`src/rtl/ctrl_pkg.sv`:
```
// Shared definitions for the accumulator-CPU sequencer: control word layout,
// ALU codes, T-state numbering and the 16-instruction opcode map.
package ctrl_pkg;

  localparam int unsigned CTRL_NUM = 20;
  localparam int unsigned LEN_W    = 3;
  localparam int unsigned NUM_OPS  = 17;

  // Control word, MSB first, in datapath strobe order
  typedef struct packed {
    logic ar_load;
    logic ar_inc;
    logic pc_load;
    logic pc_inc;
    logic dr_load;
    logic ir_load;
    logic tr_load;
    logic r_load;
    logic ac_load;
    logic z_load;
    logic pc_bus;
    logic drl_bus;
    logic drh_bus;
    logic tr_bus;
    logic r_bus;
    logic ac_bus;
    logic mem_read;
    logic mem_write;
    logic mem2bus;
    logic bus2mem;
  } ctrl_t;

  // Register load/increment strobes; these are held off during memory wait states
  localparam logic [CTRL_NUM-1:0] STROBE_MASK = 20'hFFC00;

  localparam logic [3:0] ALUS_CLAC = 4'h0;
  localparam logic [3:0] ALUS_ADD  = 4'h1;
  localparam logic [3:0] ALUS_SUB  = 4'h2;
  localparam logic [3:0] ALUS_INAC = 4'h3;
  localparam logic [3:0] ALUS_AND  = 4'h4;
  localparam logic [3:0] ALUS_OR   = 4'h5;
  localparam logic [3:0] ALUS_NOT  = 4'h6;
  localparam logic [3:0] ALUS_XOR  = 4'h7;
  localparam logic [3:0] ALUS_PASS = 4'h8;
  localparam logic [3:0] ALUS_IDLE = 4'hF;

  localparam int unsigned T_FETCH1 = 0;
  localparam int unsigned T_FETCH2 = 1;
  localparam int unsigned T_FETCH3 = 2;
  localparam int unsigned T_EXEC1  = 3;
  localparam int unsigned T_EXEC5  = 7;

  // One-hot positions; the low 16 equal the opcode value
  localparam int unsigned OP_NOP  = 0;
  localparam int unsigned OP_LDAC = 1;
  localparam int unsigned OP_STAC = 2;
  localparam int unsigned OP_MVAC = 3;
  localparam int unsigned OP_MOVR = 4;
  localparam int unsigned OP_JUMP = 5;
  localparam int unsigned OP_JMPZ = 6;
  localparam int unsigned OP_JPNZ = 7;
  localparam int unsigned OP_ADD  = 8;
  localparam int unsigned OP_SUB  = 9;
  localparam int unsigned OP_INAC = 10;
  localparam int unsigned OP_CLAC = 11;
  localparam int unsigned OP_AND  = 12;
  localparam int unsigned OP_OR   = 13;
  localparam int unsigned OP_XOR  = 14;
  localparam int unsigned OP_NOT  = 15;
  localparam int unsigned OP_HALT = 16;

endpackage

```
`src/rtl/seq_decode.sv`:
```
// Opcode decoder: one-hot instruction class, execute length and illegal flag.
module seq_decode
  import ctrl_pkg::*;
#(
  parameter int unsigned    OPW     = 8,
  parameter logic [OPW-1:0] HALT_OP = OPW'(8'h10)
) (
  input  logic [OPW-1:0]     instr,
  input  logic               z_sel,
  output logic [NUM_OPS-1:0] op,
  output logic [LEN_W-1:0]   exec_len,
  output logic               illegal
);

  always_comb begin
    op       = '0;
    exec_len = LEN_W'(1);
    illegal  = 1'b0;

    if (instr == HALT_OP) begin
      op = NUM_OPS'(1) << OP_HALT;
    end else if (instr < OPW'(16)) begin
      op = NUM_OPS'(1) << instr[3:0];
    end else begin
      op      = NUM_OPS'(1) << OP_NOP;
      illegal = 1'b1;
    end

    // Branches run the full JUMP sequence only when taken
    if (op[OP_LDAC] || op[OP_STAC]) begin
      exec_len = LEN_W'(5);
    end else if (op[OP_JUMP]) begin
      exec_len = LEN_W'(3);
    end else if (op[OP_JMPZ]) begin
      exec_len = z_sel ? LEN_W'(3) : LEN_W'(2);
    end else if (op[OP_JPNZ]) begin
      exec_len = z_sel ? LEN_W'(2) : LEN_W'(3);
    end
  end

endmodule

```
`src/rtl/seq_controller.sv`:
```
// Hardwired sequencer: binary T-state counter, wait-state stall, halt and
// illegal tracking, and the packed control word for datapath and memory.
module seq_controller
  import ctrl_pkg::*;
#(
  parameter int unsigned    OPW     = 8,
  parameter int unsigned    TW      = 3,
  parameter int unsigned    CTRL_W  = 20,
  parameter logic [OPW-1:0] HALT_OP = OPW'(8'h10)
) (
  input  logic              clk,
  input  logic              reset,
  input  logic              run,
  input  logic [OPW-1:0]    instr,
  input  logic              z,
  input  logic              mem_ready,
  output logic [CTRL_W-1:0] ctrl,
  output logic [3:0]        alus,
  output logic [TW-1:0]     tstate,
  output logic              instr_done,
  output logic              halted,
  output logic              illegal
);

  logic [TW-1:0]       tstate_d;
  logic                z_q, z_q_d, halted_d, illegal_d;
  logic                active, in_exec, at_exec1, z_sel;
  logic [NUM_OPS-1:0]  op;
  logic [LEN_W-1:0]    exec_len;
  logic                dec_illegal;
  logic [TW-1:0]       step;
  logic                branch_op, taken, jump_path, last, stall;
  ctrl_t               word;
  logic [CTRL_NUM-1:0] word_bits;
  logic [3:0]          alus_raw;

  // Reset low also gates the strobes so memory writes drop without a clock edge
  assign active    = reset & run & ~halted;
  assign in_exec   = tstate >= TW'(T_EXEC1);
  assign at_exec1  = tstate == TW'(T_EXEC1);
  assign z_sel     = at_exec1 ? z : z_q;
  assign step      = tstate - TW'(T_EXEC1);

  seq_decode #(
    .OPW     (OPW),
    .HALT_OP (HALT_OP)
  ) u_decode (
    .instr    (instr),
    .z_sel    (z_sel),
    .op       (op),
    .exec_len (exec_len),
    .illegal  (dec_illegal)
  );

  assign branch_op = op[OP_JMPZ] | op[OP_JPNZ];
  assign taken     = branch_op & (exec_len == LEN_W'(3));
  assign jump_path = op[OP_JUMP] | taken;

  // Raw control word and ALU select for the current T-state
  always_comb begin
    word     = '0;
    alus_raw = ALUS_IDLE;
    if (tstate == TW'(T_FETCH1)) begin
      word.ar_load = 1'b1;
      word.pc_bus  = 1'b1;
    end else if (tstate == TW'(T_FETCH2)) begin
      word.mem_read = 1'b1;
      word.mem2bus  = 1'b1;
      word.dr_load  = 1'b1;
      word.pc_inc   = 1'b1;
    end else if (tstate == TW'(T_FETCH3)) begin
      word.ir_load = 1'b1;
      word.ar_load = 1'b1;
      word.pc_bus  = 1'b1;
    end else if (op[OP_LDAC] || op[OP_STAC]) begin
      case (step)
        TW'(0): begin
          word.mem_read = 1'b1;
          word.mem2bus  = 1'b1;
          word.dr_load  = 1'b1;
          word.pc_inc   = 1'b1;
          word.ar_inc   = 1'b1;
        end
        TW'(1): begin
          word.tr_load  = 1'b1;
          word.dr_load  = 1'b1;
          word.pc_inc   = 1'b1;
          word.mem_read = 1'b1;
          word.mem2bus  = 1'b1;
        end
        TW'(2): begin
          word.ar_load = 1'b1;
          word.drh_bus = 1'b1;
          word.tr_bus  = 1'b1;
        end
        TW'(3): begin
          word.dr_load  = 1'b1;
          word.mem_read = op[OP_LDAC];
          word.mem2bus  = op[OP_LDAC];
          word.ac_bus   = op[OP_STAC];
        end
        default: begin
          word.drl_bus   = 1'b1;
          word.ac_load   = op[OP_LDAC];
          word.mem_write = op[OP_STAC];
          word.bus2mem   = op[OP_STAC];
          alus_raw       = op[OP_LDAC] ? ALUS_PASS : ALUS_IDLE;
        end
      endcase
    end else if (jump_path) begin
      case (step)
        TW'(0): begin
          word.mem_read = 1'b1;
          word.mem2bus  = 1'b1;
          word.dr_load  = 1'b1;
          word.ar_inc   = 1'b1;
        end
        TW'(1): begin
          word.tr_load  = 1'b1;
          word.dr_load  = 1'b1;
          word.mem_read = 1'b1;
          word.mem2bus  = 1'b1;
        end
        default: begin
          word.pc_load = 1'b1;
          word.drh_bus = 1'b1;
          word.tr_bus  = 1'b1;
        end
      endcase
    end else if (branch_op) begin
      word.pc_inc = 1'b1;
    end else if (op[OP_MVAC]) begin
      word.r_load = 1'b1;
      word.ac_bus = 1'b1;
    end else if (op[OP_MOVR]) begin
      word.ac_load = 1'b1;
      word.r_bus   = 1'b1;
      alus_raw     = ALUS_PASS;
    end else if (op[OP_NOP] || op[OP_HALT]) begin
      word = '0;
    end else begin
      word.ac_load = 1'b1;
      word.z_load  = 1'b1;
      word.r_bus   = op[OP_ADD] | op[OP_SUB] | op[OP_AND] | op[OP_OR] | op[OP_XOR];
      if (op[OP_ADD])       alus_raw = ALUS_ADD;
      else if (op[OP_SUB])  alus_raw = ALUS_SUB;
      else if (op[OP_INAC]) alus_raw = ALUS_INAC;
      else if (op[OP_CLAC]) alus_raw = ALUS_CLAC;
      else if (op[OP_AND])  alus_raw = ALUS_AND;
      else if (op[OP_OR])   alus_raw = ALUS_OR;
      else if (op[OP_XOR])  alus_raw = ALUS_XOR;
      else                  alus_raw = ALUS_NOT;
    end
  end

  assign word_bits  = word;
  assign stall      = (word.mem_read | word.mem_write) & ~mem_ready;
  assign last       = in_exec & (step == TW'(exec_len) - TW'(1));
  assign instr_done = active & last & ~stall;

  // Load/increment strobes fire only on the cycle memory completes
  assign ctrl = active ? CTRL_W'(stall ? (word_bits & ~STROBE_MASK) : word_bits) : '0;
  assign alus = active ? alus_raw : ALUS_IDLE;

  always_comb begin
    tstate_d  = tstate;
    z_q_d     = z_q;
    halted_d  = halted;
    illegal_d = illegal;
    if (active) begin
      if (at_exec1) begin
        z_q_d     = z;
        illegal_d = illegal | dec_illegal;
      end
      if (instr_done) begin
        tstate_d = '0;
        halted_d = halted | op[OP_HALT];
      end else if (!stall) begin
        tstate_d = tstate + TW'(1);
      end
    end
  end

  always_ff @(posedge clk or negedge reset) begin
    if (!reset) begin
      tstate  <= '0;
      z_q     <= 1'b0;
      halted  <= 1'b0;
      illegal <= 1'b0;
    end else begin
      tstate  <= tstate_d;
      z_q     <= z_q_d;
      halted  <= halted_d;
      illegal <= illegal_d;
    end
  end

endmodule

```
`config.mk`:
```
export PLATFORM = sky130hd
export DESIGN_NAME = seq_controller
export DESIGN_NICKNAME = d
export VERILOG_FILES = /design/src/rtl/ctrl_pkg.sv /design/src/rtl/seq_decode.sv /design/src/rtl/seq_controller.sv
export SDC_FILE = /design/constraint.sdc
export NUM_CORES = 1
export LEC_CHECK = 0
export CORE_ASPECT_RATIO = 0.8
export CORE_MARGIN = 2
export CORE_UTILIZATION = 42
export CTS_CLUSTER_SIZE = 25
export DETAILED_ROUTE_END_ITERATION = 7
export PLACE_DENSITY = 0.89
export SYNTH_ARGS = -nofsm -noshare
export SYNTH_HDL_FRONTEND = slang
export SYNTH_SLANG_ARGS = --single-unit
```
`constraint.sdc`:
```
create_clock -name clk -period 3.38 [get_ports clk]
set_input_delay 0.507 -clock clk [delete_from_list [all_inputs] [get_ports clk]]
set_output_delay 0.507 -clock clk [all_outputs]
set_load 0.01 [all_outputs]
```
# ---- Yosys cells after proc, flatten, opt, wreduce, memory -nomap -nowiden
# Index checks and enable logic that the tools add are counted.
dict set report totals {
  wordCells 192
  inputBits 13
  reg_bits 6
  out_inout_bits 30
}
dict set report classes {
  n_mux 143
  reduce_logical 10
  shift 1
  n_addsub 3
  bitwise 19
  eq_ne 10
  order_cmp 2
}
# operator n
set ops {}
lappend ops {{$mux 16} 6}
lappend ops {{$mux 4} 19}
lappend ops {{$mux 7} 8}
lappend ops {{$mux 8} 7}
lappend ops {{$mux 5} 10}
lappend ops {{$mux 3} 16}
lappend ops {{$mux 1} 46}
lappend ops {{$mux 2} 22}
lappend ops {{$mux 20} 2}
lappend ops {{$mux 17} 2}
lappend ops {{$mux 9} 3}
lappend ops {{$shl 1x4->17 const A} 1}
lappend ops {{$eq 3x2->1 const B} 5}
lappend ops {{$mux 11} 1}
lappend ops {{$or 1x1->1} 9}
lappend ops {{$eq 8x5->1 const B} 1}
lappend ops {{$lt 8x5->1 const B} 1}
lappend ops {{$and 1x1->1} 7}
lappend ops {{$eq 3x1->1 const B} 2}
lappend ops {{$logic_not 3->1} 2}
lappend ops {{$reduce_and 2->1} 3}
lappend ops {{$reduce_or 4->1} 1}
lappend ops {{$add 3x1->3 const B} 1}
lappend ops {{$eq 3x3->1} 1}
lappend ops {{other kinds (9)} 12}

# ---- Depth between registers and ports, before layout
dict set report depth {
  word_depth 39
  ltp_mapped 13
  ltp_nobuf 12
}

# ---- By module
# Synthesis repeated with hierarchy kept, for this count alone.
dict set report unflattened {
  hier_cells 172
  area_unflattened_um2 1252.5
}
# module cells_each seq_area_each_um2 instances area_each_um2
set by_module_without_submodules {}
lappend by_module_without_submodules {seq_controller 136 150.1 1 1023.5}
lappend by_module_without_submodules {seq_decode 36 0.0 1 229.0}

# ---- Worst setup path before layout
# OpenSTA, ideal clock, no wires.
dict set report synth_timing {
  path_type {register to output}
  startpoint {register tstate[0]}
  endpoint {output ctrl[3]}
  path_buffers 1
  arrival_ps 2993
  required_ps 2873
  stages_incl_launch_ff 13
  path_slack_ps -120
  path_cell_list {dfrtp_1 > ha_1 > ha_1 > mux2i_1 > xnor2_1 > and3_1 > inv_1 > ha_1 > a21oi_1 > a2111oi_4 > a21oi_1 > nor2_1 > buf_4}
}
dict set report synth_between {
  elab_chain_len 17
  word_cells_on_any_way 28
  classes_between {add/sub (1); eq/ne (6); mux (16); bitwise (2); reduce/logical (3)}
}
# element line
set synth_rtl {}
lappend synth_rtl {{start, declared} seq_controller.sv:19} ;# output logic [TW-1:0] tstate,
lappend synth_rtl {{start signal, assigned} seq_controller.sv:191} ;# tstate <= tstate_d;
lappend synth_rtl {{$eq 3x2->1} seq_controller.sv:40} ;# assign at_exec1 = tstate == TW'(T_EXEC1);
lappend synth_rtl {{$mux 1} -}
lappend synth_rtl {{$mux 1} seq_decode.sv:37} ;# exec_len = z_sel ? LEN_W'(2) : LEN_W'(3);
lappend synth_rtl {{$mux 3} seq_decode.sv:36} ;# end else if (op[OP_JPNZ]) begin
lappend synth_rtl {{$mux 3} seq_decode.sv:34} ;# end else if (op[OP_JMPZ]) begin
lappend synth_rtl {{$mux 3} seq_decode.sv:32} ;# end else if (op[OP_JUMP]) begin
lappend synth_rtl {{$mux 3} seq_decode.sv:30} ;# if (op[OP_LDAC] || op[OP_STAC]) begin
lappend synth_rtl {{$eq 3x2->1} seq_controller.sv:56} ;# assign taken = branch_op & (exec_len == LEN_W'(3));
lappend synth_rtl {{$and 1x1->1} seq_controller.sv:56}
lappend synth_rtl {{$or 1x1->1} seq_controller.sv:57} ;# assign jump_path = op[OP_JUMP] | taken;
lappend synth_rtl {{$mux 1} seq_controller.sv:110} ;# end else if (jump_path) begin
lappend synth_rtl {{$mux 5} seq_controller.sv:75} ;# end else if (op[OP_LDAC] || op[OP_STAC]) begin
lappend synth_rtl {{$mux 9} seq_controller.sv:71} ;# end else if (tstate == TW'(T_FETCH3)) begin
lappend synth_rtl {{$mux 1} seq_controller.sv:66} ;# end else if (tstate == TW'(T_FETCH2)) begin
lappend synth_rtl {{$mux 9 (*)} seq_controller.sv:63} ;# if (tstate == TW'(T_FETCH1)) begin
lappend synth_rtl {{$mux 20 (*) (2 in series)} seq_controller.sv:162} ;# assign ctrl = active ? CTRL_W'(stall ? (word_bits & ~STROBE_MASK) : word_bits) : '0;
lappend synth_rtl {{end, declared} seq_controller.sv:17} ;# output logic [CTRL_W-1:0] ctrl,
# Every way passes the cells marked *; elsewhere a longest branch is shown, timed or not.

# ---- Worst setup path in the final report
dict set report layout_timing {
  startpoint {register tstate[0]}
  endpoint {output instr_done}
}
dict set report layout_between {
  elab_chain_len 19
  word_cells_on_any_way 40
  classes_between {add/sub (2); order compare (1); eq/ne (8); mux (17); bitwise (8); reduce/logical (4)}
}
# element line
set layout_rtl {}
lappend layout_rtl {{$eq 3x2->1} seq_controller.sv:40}
lappend layout_rtl {{$mux 1} -}
lappend layout_rtl {{$mux 1} seq_decode.sv:37}
lappend layout_rtl {{$mux 3} seq_decode.sv:36}
lappend layout_rtl {{$mux 3} seq_decode.sv:34}
lappend layout_rtl {{$mux 3} seq_decode.sv:32}
lappend layout_rtl {{$mux 3} seq_decode.sv:30}
lappend layout_rtl {{$eq 3x2->1} seq_controller.sv:56}
lappend layout_rtl {{[... 3 more ...]} -}
lappend layout_rtl {{$mux 5} seq_controller.sv:75}
lappend layout_rtl {{$mux 9} seq_controller.sv:71}
lappend layout_rtl {{$mux 1} seq_controller.sv:66}
lappend layout_rtl {{$mux 9} seq_controller.sv:63}
lappend layout_rtl {{$or 1x1->1} seq_controller.sv:157} ;# assign stall = (word.mem_read | word.mem_write) & ~mem_ready;
lappend layout_rtl {{$and 1x1->1} seq_controller.sv:157}
lappend layout_rtl {{$not 1->1} seq_controller.sv:159} ;# assign instr_done = active & last & ~stall;
lappend layout_rtl {{$and 1x1->1 (*)} seq_controller.sv:159}
lappend layout_rtl {{end, declared} seq_controller.sv:20} ;# output logic instr_done,
# Marks and branches as above.

==> flow_summary.yaml <==
run_status:
  status: "finished, final reports clean"
finish:
  fin_cells: 286
  fin_util_pct: 75.85
  stdcell_area_um2: 2146
  finalNetCount: 270
  area.growth.synth_to_final_pct: 68.97
  diodes: 0
  layout-drive-gt1-share_pct: 35.08
worst_setup_path:
  cp.arrival_ns: 2.86
  path_common_cell: "ha_4"
  critical_path_class: "reg2out"
  worstPathCellList: "ha_4 > ha_4 > mux2i_4 > xnor2_2 > and3_4 > buf_4 > ha_1 > xnor2_1 > nor4b_2 > mux2i_1 > nor3_1 > buf_2"
  critPathMaxFanout: 2
  crit_required_ns: 2.87
  cp-start-kind: "flop"
  critPathMaxStageDelay_ns: 0.42
  critPathSlowestCell: "dfrtp_2"
  end_kind: "output port"
  reg2reg_slack_ns: 0.28
sta:
  finalClockSkew_ns: 0.0005035
  finalSetupTns_ns: 0
  clock.fmax_ghz: 0.2968
  drv_slew: 0
  hold_viol: 0
  worstMarginPinSlew_ns: 0.6205
  min_period_ns: 3.369
  setup_slack_ns: 0.01088
  setup_violations: 0
  slew_headroom_pct: 58.20
  fin_crit_sh_pct: 99.68
  finalHoldWorstSlack_ns: 0.5166
routing:
  dr.pass1.iters: 5
  num_vias: 1741
  drt_wl_total_mm: 4.928
  vias_per_cell: 6.087
  wl_per_cell_um: 17.23
  ant_nets: 0
  drt_iter0_drc: 217
  drc_errors: 0
logic_synthesis:
  synth.most_common_cell: "nor2_1"
  syn_avg_cell_area_um2: 7.605
  syn_nets: 188
  async_flop_share_pct: 100.0
  synth_top_area_cell: "dfrtp_1"
  synthFlopType: "dfrtp_1"
  ys_ff_latch: 6
  synth_area_um2: 1270
  netlist_instances: 167
  yosys-top-cells-area: "dfrtp_1 (12%), ha_1 (7.9%), a21oi_1 (5.1%)"
  ys_types: 50
  synth_enable_flop_cells: 0
  synth_top_cell_area_share_pct: 11.82
  ys_seq_area_share_pct: 11.82
  synth.top_cells.by_count: "nor2_1 (17), a21oi_1 (13), nor3_1 (11)"
  ys_warn_count: 0
global_route:
  grt_pass1_vias: 1516
  grt_pass1_wl_mm: 7.038
  grtUsageTotal_pct: 26.76
  grt_max_degree: 20
  grt-ovfl-total: 0
  antenna_found_initial: 0
clocking:
  cts_num_sinks: 6
  postCtsHoldBufs: 0
  clk_latency_ns: 0.22
  cts_buffers: 3
  root_buffer: "clkbuf_8"
  htreeDepth: 1
  cts_tree: "yes"
  clkTransAtPathRegs_ns: 0.04
  cts_buffer_depth: 2
die:
  initial_utilization_pct: 44.89
  core-area_um2: 2829
  boundaryPins: 43
  die_w_um: 65.48
  dieArea_um2: 3482
  die_h_um: 53.18
  core.rowCount: 17
placement:
  post-place-ws_ns: -0.5042
  place_area_um2: 1977
  routabilityCongestion: 0.9108
  dp_hpwl_mm: 3.337
  portBuffers: 42
  dp.cells: 274
pwr:
  power.total_mw: 0.2797
  ir_drop_mv: 0.3279
  leakage_nw: 0.9564
  p_per_area_nw_per_um2: 130.4
worst_hold_path:
  hold_path_class: "reg2reg"
job:
  cap_violations: 0
[final timing paths]
| path | endpoint | startpoint | depth (start not counted) |
|---|---|---|---|
| max in group asynchronous | tstate[0] | reset | 2 |
| min in group asynchronous | halted | reset | 2 |
| worst min register to register | illegal | illegal | 1 |
| worst min-delay path | illegal | illegal | 1 |
| worst max register to register | tstate[0] | tstate[0] | 13 |
| worst max-delay path | instr_done | tstate[0] | 12 |
[power by group]
group | total, mW | internal (mW) | switching (mW)
logic | 0.0941 | 0.0436 | 0.0505
registers | 0.0732 | 0.0727 | 0.000495
clock network | 0.112 | 0.0812 | 0.0313
total | 0.280 | 0.197 | 0.0823
[flip-flops by register name, indices dropped and copies added (netlist names)]
| signal | flops |
|---|---|
| tstate | 3 |
| z_q | 1 |
| halted | 1 |
| illegal | 1 |
[cell type report]
type	instances	area, um2
multi-input combinational	139	1142
fill	174	683.2
clock buffer	4	45.04
sequential	6	151.4
tap	38	47.55
inverter	11	41.29
timing repair buffer	88	718.2
[layer usage]
| layer | track usage [%] | vias to the layer above | share of wire [%] |
|---|---|---|---|
| met5 | 0 | - | 0 |
| li1 | - | 778 | - |
| met3 | 4.894 | 15 | 9.6 |
| met2 | 45.92 | 128 | 49 |
| met4 | 8.681 | 0 | 1.6 |
| met1 | 34.11 | 820 | 40 |
[cell families after synthesis]
group	after synthesis	share of synthesized area, %
buffers and inverters	22	7.980
AOI/OAI and AO/OA	44	25.91
and+or+nand+nor	74	36.36
DFF	6	11.82
xor gates and xnor gates	4	2.759
adders and majority gates	9	8.670
muxes	8	6.503
[layout by cell type, fill, tap and decap left out, types with 6 or more instances in the layout]
cell,Yosys,layout
buf_4,4,46
o21ai_0,8,8
clkdlybuf4s50_1,0,22
nand2_1,9,9
a21oi_1,13,12
dlygate4sd2_1,0,6
buf_2,3,8
nand2b_1,6,6
inv_1,10,10
nor3_1,11,7
nor2_1,17,17
[worst max-delay path: cells and delay by family, from the launching register on]
family        cells  cell delay (ns)
simple gates      3             0.63
flops             1             0.42
xor+xnor          2             0.41
buf+inv           2             0.29
fa+ha+maj         3             0.57
mux               2             0.34
[what timing repair did]
item                       CTS  global route
setup buffers                5             3
setup endpoints to repair   17            14
pin swaps                    6             7
resized for setup           48            20
hold endpoints to repair     0             0
No activity file was read; power rests on OpenSTA's default activity.
